--- config.mk ---
export PLATFORM = sky130hd
export DESIGN_NAME = instruction_fetch_flat
export DESIGN_NICKNAME = d
export VERILOG_FILES = /design/src/rtl/fetch_pkg.sv /design/src/rtl/wishbone_if.sv /design/src/rtl/fetch_fifo.sv /design/src/rtl/instruction_fetch.sv /design/src/flat_wrapper.sv
export SDC_FILE = /design/constraint.sdc
export NUM_CORES = 1
export LEC_CHECK = 0
export ABC_AREA = 1
export CAP_MARGIN = 20
export CELL_PAD_IN_SITES_DETAIL_PLACEMENT = 1
export CELL_PAD_IN_SITES_GLOBAL_PLACEMENT = 1
export CORE_MARGIN = 2
export CORE_UTILIZATION = 37
export CTS_CLUSTER_SIZE = 10
export DETAILED_ROUTE_END_ITERATION = 12
export PLACE_DENSITY = 0.9
export SLEW_MARGIN = 10
export SYNTH_ARGS = -nofsm -noshare
export SYNTH_HDL_FRONTEND = slang
export SYNTH_SLANG_ARGS = --single-unit
--- constraint.sdc ---
create_clock -name clk -period 9.7 [get_ports clk]
set_input_delay 2.425 -clock clk [delete_from_list [all_inputs] [get_ports clk]]
set_output_delay 2.425 -clock clk [all_outputs]
set_load 0.005 [all_outputs]
--- src/rtl/fetch_pkg.sv ---
// Shared types for the instruction fetch unit: FSM states, buffer entry
// layout and Wishbone constants.
package fetch_pkg;

  localparam int unsigned XLEN     = 32;
  localparam int unsigned WB_SEL_W = 4;

  localparam logic [WB_SEL_W-1:0] WB_SEL_ALL = 4'hF;

  typedef enum logic [1:0] {
    IDLE,
    REQUEST,
    HALT
  } fetch_state_t;

  typedef struct packed {
    logic [XLEN-1:0] pc;
    logic [XLEN-1:0] instr;
  } fetch_entry_t;

endpackage

--- src/rtl/wishbone_if.sv ---
// Classic Wishbone bus between the fetch initiator and instruction memory.
interface wishbone_if;
  import fetch_pkg::*;

  logic                cycle;
  logic                strobe;
  logic [XLEN-1:0]     address;
  logic                write_enable;
  logic [WB_SEL_W-1:0] select;
  logic [XLEN-1:0]     data_in;
  logic                ack;
  logic [XLEN-1:0]     data_out;

  modport master (
    output cycle, strobe, address, write_enable, select, data_in,
    input  ack, data_out
  );

  modport slave (
    input  cycle, strobe, address, write_enable, select, data_in,
    output ack, data_out
  );

endinterface

--- src/rtl/fetch_fifo.sv ---
// Synchronous FIFO of fetched {pc, instr} entries; flush beats push and pop,
// push on full and pop on empty are ignored.
module fetch_fifo
  import fetch_pkg::*;
#(
  parameter int unsigned DEPTH = 2
) (
  input  logic                   clk,
  input  logic                   reset,
  input  logic                   push,
  input  logic                   pop,
  input  logic                   flush,
  input  fetch_entry_t           din,
  output fetch_entry_t           head,
  output logic [$clog2(DEPTH):0] count,
  output logic                   full,
  output logic                   empty
);

  localparam int unsigned AW = $clog2(DEPTH);
  localparam int unsigned CW = AW + 1;

  fetch_entry_t  mem [DEPTH];
  logic [AW-1:0] rd_ptr;
  logic [AW-1:0] wr_ptr;
  logic          do_push;
  logic          do_pop;

  assign full    = (count == CW'(DEPTH));
  assign empty   = (count == '0);
  assign do_push = push && !full;
  assign do_pop  = pop && !empty;
  assign head    = mem[rd_ptr];

  always_ff @(posedge clk or posedge reset) begin
    if (reset) begin
      rd_ptr <= '0;
      wr_ptr <= '0;
      count  <= '0;
      for (int i = 0; i < int'(DEPTH); i++) mem[i] <= '0;
    end else if (flush) begin
      rd_ptr <= '0;
      wr_ptr <= '0;
      count  <= '0;
    end else begin
      if (do_push) begin
        mem[wr_ptr] <= din;
        wr_ptr      <= wr_ptr + 1'b1;
      end
      if (do_pop) rd_ptr <= rd_ptr + 1'b1;
      count <= count + CW'(do_push) - CW'(do_pop);
    end
  end

endmodule

--- src/rtl/instruction_fetch.sv ---
// Sequential Wishbone instruction fetcher with one outstanding request,
// PC redirect with in-flight discard, and a sticky bus-timeout flag.
module instruction_fetch
  import fetch_pkg::*;
#(
  parameter logic [31:0] RESET_PC       = 32'h0000_0000,
  parameter int unsigned FIFO_DEPTH     = 2,
  parameter int unsigned TIMEOUT_CYCLES = 16
) (
  input  logic               clk,
  input  logic               reset,
  wishbone_if.master         wishbone,
  input  logic               redirect_valid,
  input  logic [XLEN-1:0]    redirect_pc,
  output logic               instr_valid,
  input  logic               instr_ready,
  output logic [XLEN-1:0]    instr_data,
  output logic [XLEN-1:0]    instr_pc,
  output logic               bus_error
);

  localparam int unsigned TW = $clog2(TIMEOUT_CYCLES + 1);
  localparam int unsigned CW = $clog2(FIFO_DEPTH) + 1;

  fetch_state_t    state, state_next;
  logic [XLEN-1:0] pc, pc_next;
  logic [XLEN-1:0] addr_q, addr_next;
  logic            cyc_q, cyc_next;
  logic            discard, discard_next;
  logic [TW-1:0]   tcnt, tcnt_next;
  logic            err_next;
  logic            push, flush, pop;

  fetch_entry_t    push_entry, head;
  logic [CW-1:0]   fifo_count;
  logic            fifo_full_unused;
  logic            fifo_empty;

  assign push_entry = '{pc: pc, instr: wishbone.data_out};
  assign pop        = instr_ready && !fifo_empty;

  fetch_fifo #(.DEPTH(FIFO_DEPTH)) u_fifo (
    .clk   (clk),
    .reset (reset),
    .push  (push),
    .pop   (pop),
    .flush (flush),
    .din   (push_entry),
    .head  (head),
    .count (fifo_count),
    .full  (fifo_full_unused),
    .empty (fifo_empty)
  );

  // Next-state and registered-output computation
  always_comb begin
    state_next   = state;
    pc_next      = pc;
    addr_next    = addr_q;
    cyc_next     = cyc_q;
    discard_next = discard;
    tcnt_next    = tcnt;
    err_next     = bus_error;
    push         = 1'b0;
    flush        = 1'b0;

    if (redirect_valid) begin
      flush    = 1'b1;
      pc_next  = {redirect_pc[XLEN-1:2], 2'b00};
      err_next = 1'b0;
    end

    case (state)
      IDLE: begin
        if (!redirect_valid && (fifo_count < CW'(FIFO_DEPTH))) begin
          cyc_next   = 1'b1;
          addr_next  = pc;
          tcnt_next  = '0;
          state_next = REQUEST;
        end
      end
      REQUEST: begin
        if (wishbone.ack) begin
          cyc_next     = 1'b0;
          discard_next = 1'b0;
          state_next   = IDLE;
          if (!discard && !redirect_valid) begin
            push    = 1'b1;
            pc_next = pc + 32'd4;
          end
        end else if (tcnt == TW'(TIMEOUT_CYCLES - 1)) begin
          // A redirect landing on the timeout cycle wins over the error
          cyc_next     = 1'b0;
          discard_next = 1'b0;
          if (redirect_valid) begin
            state_next = IDLE;
          end else begin
            err_next   = 1'b1;
            state_next = HALT;
          end
        end else begin
          tcnt_next = tcnt + 1'b1;
          if (redirect_valid) discard_next = 1'b1;
        end
      end
      HALT: begin
        if (redirect_valid) state_next = IDLE;
      end
      default: state_next = IDLE;
    endcase
  end

  always_ff @(posedge clk or posedge reset) begin
    if (reset) state <= IDLE;
    else       state <= state_next;
  end

  always_ff @(posedge clk or posedge reset) begin
    if (reset) begin
      pc        <= RESET_PC;
      addr_q    <= RESET_PC;
      cyc_q     <= 1'b0;
      discard   <= 1'b0;
      tcnt      <= '0;
      bus_error <= 1'b0;
    end else begin
      pc        <= pc_next;
      addr_q    <= addr_next;
      cyc_q     <= cyc_next;
      discard   <= discard_next;
      tcnt      <= tcnt_next;
      bus_error <= err_next;
    end
  end

  assign wishbone.cycle        = cyc_q;
  assign wishbone.strobe       = cyc_q;
  assign wishbone.address      = addr_q;
  assign wishbone.write_enable = 1'b0;
  assign wishbone.select       = WB_SEL_ALL;
  assign wishbone.data_in      = '0;

  assign instr_valid = !fifo_empty;
  assign instr_data  = head.instr;
  assign instr_pc    = head.pc;

endmodule

--- src/flat_wrapper.sv ---
// flat-port wrapper written by rule: the top's interface ports become plain ports
module instruction_fetch_flat import fetch_pkg::*;
#(
  parameter logic [31:0] RESET_PC       = 32'h0000_0000,
  parameter int unsigned FIFO_DEPTH     = 2,
  parameter int unsigned TIMEOUT_CYCLES = 16
)
  (clk, reset, redirect_valid, redirect_pc, instr_valid, instr_ready, instr_data, instr_pc, bus_error, wishbone_cycle, wishbone_strobe, wishbone_address, wishbone_write_enable, wishbone_select, wishbone_data_in, wishbone_ack, wishbone_data_out);
  wishbone_if wishbone_i ();
  input  logic clk;
  input  logic reset;
  input  logic redirect_valid;
  input  logic [XLEN-1:0] redirect_pc;
  output logic instr_valid;
  input  logic instr_ready;
  output logic [XLEN-1:0] instr_data;
  output logic [XLEN-1:0] instr_pc;
  output logic bus_error;
  output wire logic [$bits(wishbone_i.cycle)-1:0] wishbone_cycle;
  output wire logic [$bits(wishbone_i.strobe)-1:0] wishbone_strobe;
  output wire logic [$bits(wishbone_i.address)-1:0] wishbone_address;
  output wire logic [$bits(wishbone_i.write_enable)-1:0] wishbone_write_enable;
  output wire logic [$bits(wishbone_i.select)-1:0] wishbone_select;
  output wire logic [$bits(wishbone_i.data_in)-1:0] wishbone_data_in;
  input wire logic [$bits(wishbone_i.ack)-1:0] wishbone_ack;
  input wire logic [$bits(wishbone_i.data_out)-1:0] wishbone_data_out;
  assign wishbone_cycle = wishbone_i.cycle;
  assign wishbone_strobe = wishbone_i.strobe;
  assign wishbone_address = wishbone_i.address;
  assign wishbone_write_enable = wishbone_i.write_enable;
  assign wishbone_select = wishbone_i.select;
  assign wishbone_data_in = wishbone_i.data_in;
  assign wishbone_i.ack = wishbone_ack;
  assign wishbone_i.data_out = wishbone_data_out;
  instruction_fetch #(.RESET_PC(RESET_PC), .FIFO_DEPTH(FIFO_DEPTH), .TIMEOUT_CYCLES(TIMEOUT_CYCLES)) u_core (.clk(clk), .reset(reset), .wishbone(wishbone_i), .redirect_valid(redirect_valid), .redirect_pc(redirect_pc), .instr_valid(instr_valid), .instr_ready(instr_ready), .instr_data(instr_data), .instr_pc(instr_pc), .bus_error(bus_error));
endmodule
==> results.md <==
### Timing
• **pins over their slew limit** 0
• **post-route clock period utilization** 0.518
• **worst slew pin tran** 973 ps
• **Final Setup Violations** 0
• **setup repair after global routing missed its margin** false
• **relative slew slack** 0.351
• **maximum operating frequency** 199 MHz
• **Final Hold Slack** 484 ps
• **clock skew** 7.73 ps
• **post-route worst setup slack** 4680 ps
• **minimum clock period** 5020 ps
• **Total Negative Setup Slacks** 0 ps
• **final-report hold violation count** 0

### Routing
• **residual antenna-violating net count after detailed routing** 0
• **Avg Vias per Cell** 4.94
• **drt drc** 0
• **routed wire length** 28.4 mm
• **total via count after detailed routing** 8567
• **number of optimization iterations in the first detailed-route pass** 4
• **Detailed Route Iter0 Violations** 569
• **routed length per placed instance** 16.4 um

### Flow run
• **max-cap violation count** 0

### Yosys
• **main combinational cell family by area after synthesis** simple AND/OR/NAND/NOR gates
• **xor/xnor cell area share of the yosys netlist** 0.0125
• **mean instance size in the synthesized netlist** 7.82 um^2
• **post-synthesis instance area** 9790 um^2
• **Synth Area in Simple Gates** 0.240
• **adder-cell area share of the yosys netlist** 0.00639
• **share of cell area taken by muxes after synthesis** 0
• **complex-gate fraction of the synthesized area** 0.117
• **part of the Yosys area used for sequential elements** 0.527
• **synthesized instance count** 1252
• **count of distinct cell types in the synthesized netlist** 30
• **warnings from Yosys** 0
• **post-synthesis register bit count** 206

### Finish
• **most common library cell in the layout ignoring fill and taps** sky130_fd_sc_hd__nand2_1
• **post-route core utilization** 0.471
• **fraction of final layout cells with drive strength greater than 1** 0.0393
• **Filler Cells Inserted** 3154
• **area of the multi-input gates** 3830 um^2
• **commonest cells after routing, fill and taps aside** sky130_fd_sc_hd__nand2_1, sky130_fd_sc_hd__dfrtp_1, sky130_fd_sc_hd__clkdlybuf4s50_1
• **Layout Nets** 1464
• **ANT cells** 0
• **Register Area** 5160 um^2
• **Area growth, synth to finish** 25.2%

### Clock network
• **total CTS buffers** 25
• **Post-CTS Setup Bufs** 0
• **number of buffers on the longest clock path** 3
• **source-to-sink clock delay at the later pin of the worst-skew pair** 510 ps
• **clock slew at reported path FFs** 60 ps
• **CTS H-tree depth** 1
• **hold buffer count at cts** 0
• **number of clock sinks seen by CTS** 206
• **number of cells upsized or downsized after cts** 0
• **clk root buf** sky130_fd_sc_hd__clkbuf_16
• **CTS tree** done

### Setup path
• **CP startpoint kind** flip-flop
• **most numerous cell on the critical path** sky130_fd_sc_hd__nand2_1
• **worst path required time** 7280 ps
• **slowest cell on the critical path** sky130_fd_sc_hd__clkdlybuf4s50_1
• **largest fanout of any net on the critical path** 37
• **category of cells accounting for the largest share of critical-path delay** buffers and inverters
• **crit-path max cell delay** 530 ps
• **arrival time worst endpoint** 2600 ps
• **Setup crit end kind** primary output
• **total buffers and inverters traversed by the critical path** 3
• **Setup Crit Path Kind** reg -> out
• **ordered cell list for the critical path** inv_2, buf_4, nand2_1, nand2_1, clkdlybuf4s50_1

### Pwr
• **LEAKAGE** 5.98 nW
• **Internal** 0.00228 W
• **Seq pwr share** 0.399
• **switching share of power** 0.343
• **Power Dens Cells** 283 nW/um^2
• **portion of total power attributed to combinational logic** 0.361
• **highest ir drop seen on vdd** 0.144 mV
• **switching power** 0.00119 W
• **clock network fraction of design power** 0.240

### Global routing
• **overall track demand over capacity in global routing** 0.202
• **Remaining Overflow, GRT** 0
• **antenna violations before repair** 0
• **largest net degree at the start of global routing** 136
• **via count of the first global-routing pass** 8873
• **global-route wire length before repair** 46.0 mm

### Floorplan
• **Die ar.** 27800 um^2
• **Std-Cell Rows** 59
• **die outline width** 167 um
• **vertical die dimension** 167 um
• **effective utilization at floorplan** 0.377
• **Core Footprint** 26000 um^2
• **I/O pins** 206

### Hold path
• **min-delay worst type** reg -> reg

### Status
• **outcome** complete, no violations

### Place
• **count of buffers inserted at the top-level ports** 166
• **half-perimeter wire length after placement** 19.6 mm
• **worst setup slack after placement** 4300 ps
• **final estimated routing congestion in global placement** 0.924

==> Yosys cell counts <==
cell type / n / area share
sky130_fd_sc_hd__o21ai_0: 97 / 0.050
sky130_fd_sc_hd__dfrtp_1: 206 / 0.53
sky130_fd_sc_hd__buf_4: 39 / 0.030
sky130_fd_sc_hd__nor3_1: 5 / 0.0026
sky130_fd_sc_hd__inv_2: 2 / 0.00077
sky130_fd_sc_hd__nor2_1: 50 / 0.019
sky130_fd_sc_hd__clkinv_1: 1 / 0.00038
sky130_fd_sc_hd__nand3b_1: 1 / 0.00077
sky130_fd_sc_hd__o21ai_1: 100 / 0.051
sky130_fd_sc_hd__clkbuf_1: 21 / 0.0081
sky130_fd_sc_hd__ha_1: 5 / 0.0064
sky130_fd_sc_hd__o211ai_1: 15 / 0.012
sky130_fd_sc_hd__inv_1: 96 / 0.037
sky130_fd_sc_hd__or2_2: 3 / 0.0019
sky130_fd_sc_hd__o31ai_1: 1 / 0.00077
sky130_fd_sc_hd__nand4_1: 3 / 0.0019
sky130_fd_sc_hd__nand3_1: 25 / 0.013
sky130_fd_sc_hd__nor2_2: 3 / 0.0019
sky130_fd_sc_hd__a21oi_1: 5 / 0.0026
sky130_fd_sc_hd__buf_6: 1 / 0.0012
sky130_fd_sc_hd__buf_2: 35 / 0.018
sky130_fd_sc_hd__buf_1: 4 / 0.0015
sky130_fd_sc_hd__xor2_1: 13 / 0.012
sky130_fd_sc_hd__a31oi_1: 2 / 0.0013
sky130_fd_sc_hd__nand2_1: 513 / 0.20
sky130_fd_sc_hd__nand2_2: 1 / 0.00064
sky130_fd_sc_hd__nor3_2: 1 / 0.0010
sky130_fd_sc_hd__xnor2_1: 1 / 0.00090
sky130_fd_sc_hd__and2_1: 1 / 0.00064
sky130_fd_sc_hd__conb_1: 2 / 0.00077
==> power groups by stage <==
| stage | clock network, W | registers, W | logic (W) |
|---|---|---|---|
| floorplan | 0 | 0.00133 | 0.000622 |
| global placement | 0 | 0.00137 | 0.00120 |
| finish | 0.000833 | 0.00138 | 0.00125 |
| CTS | 0.000853 | 0.00138 | 0.00127 |
| global route | 0.000889 | 0.00142 | 0.00140 |
| detailed placement | 0 | 0.00139 | 0.00125 |
==> through the flow <==
| stage | cells | power (W) | area, um^2 |
|---|---|---|---|
| 2_1_floorplan | 1287 | 0.00196 | 9920 |
| 3_3_place_gp | 1697 | 0.00256 | 11500 |
| 3_5_place_dp | 1697 | 0.00264 | 11500 |
| 4_1_cts | 1733 | 0.00350 | 12200 |
| 5_1_grt | 1734 | 0.00371 | 12200 |
| 6_report | 1734 | 0.00347 | 12200 |
==> sequential cells by signal, summed over array words and instances (netlist names) <==
signal                   flops
u_core.u_fifo.wr_ptr         1
u_core.wishbone.cycle        1
u_core.discard               1
u_core.wishbone.address     32
u_core.bus_error             1
u_core.state                 2
u_core.pc                   32
u_core.u_fifo.mem          128
u_core.tcnt                  5
u_core.u_fifo.count          2
u_core.u_fifo.rd_ptr         1
==> path summary, 6_finish.rpt <==
path	start	to	slack, ps	cells after the start
setup / recovery	u_core.u_fifo.rd_ptr	instr_pc[13]	4680	5
hold / removal	u_core.u_fifo.mem[84]	u_core.u_fifo.mem[84]	480	2
setup reg to reg	u_core.discard	u_core.u_fifo.mem[52]	7050	8
hold reg to reg	u_core.u_fifo.mem[84]	u_core.u_fifo.mem[84]	480	2
max in group asynchronous	reset	u_core.u_fifo.mem[32]	5730	3
min in group asynchronous	reset	u_core.u_fifo.mem[60]	2510	2
==> layer usage <==
| layer | wire length [um] | up-vias | track usage | part of all wire |
|---|---|---|---|---|
| met4 | 879 | 0 | 0.0633 | 0.031 |
| met2 | 13600 | 206 | 0.339 | 0.48 |
| met1 | 12700 | 4176 | 0.272 | 0.45 |
| met5 | 0 | - | 0 | 0 |
| met3 | 1220 | 57 | 0.0295 | 0.043 |
| li1 | - | 4128 | - | - |
==> worst register-to-register path: stages, from the launching register on <==
cell	delay (ps)
sky130_fd_sc_hd__dfrtp_1	400
sky130_fd_sc_hd__nor2_1	140
sky130_fd_sc_hd__inv_1	130
sky130_fd_sc_hd__nor3_2	130
sky130_fd_sc_hd__buf_4	350
sky130_fd_sc_hd__nand3_4	440
sky130_fd_sc_hd__buf_4	570
sky130_fd_sc_hd__nand2_1	250
sky130_fd_sc_hd__o21ai_0	90
==> cell families after synthesis <==
logic type,after synthesis
AOI/OAI and AO/OA,220
xor gates and xnor gates,14
adders and majority gates,5
buffers and inverters,199
DFF,206
other,2
and+or+nand+nor,606
==> cell type report <==
cell class / instances / share of cell area
sequential: 206 / 0.421
multi-input combinational: 882 / 0.313
timing repair buffer: 176 / 0.143
clock buffer: 35 / 0.0574
tap: 335 / 0.0342
inverter: 99 / 0.0310
clock inverter: 1 / 0.000715
(Power assumes the default switching activity.)
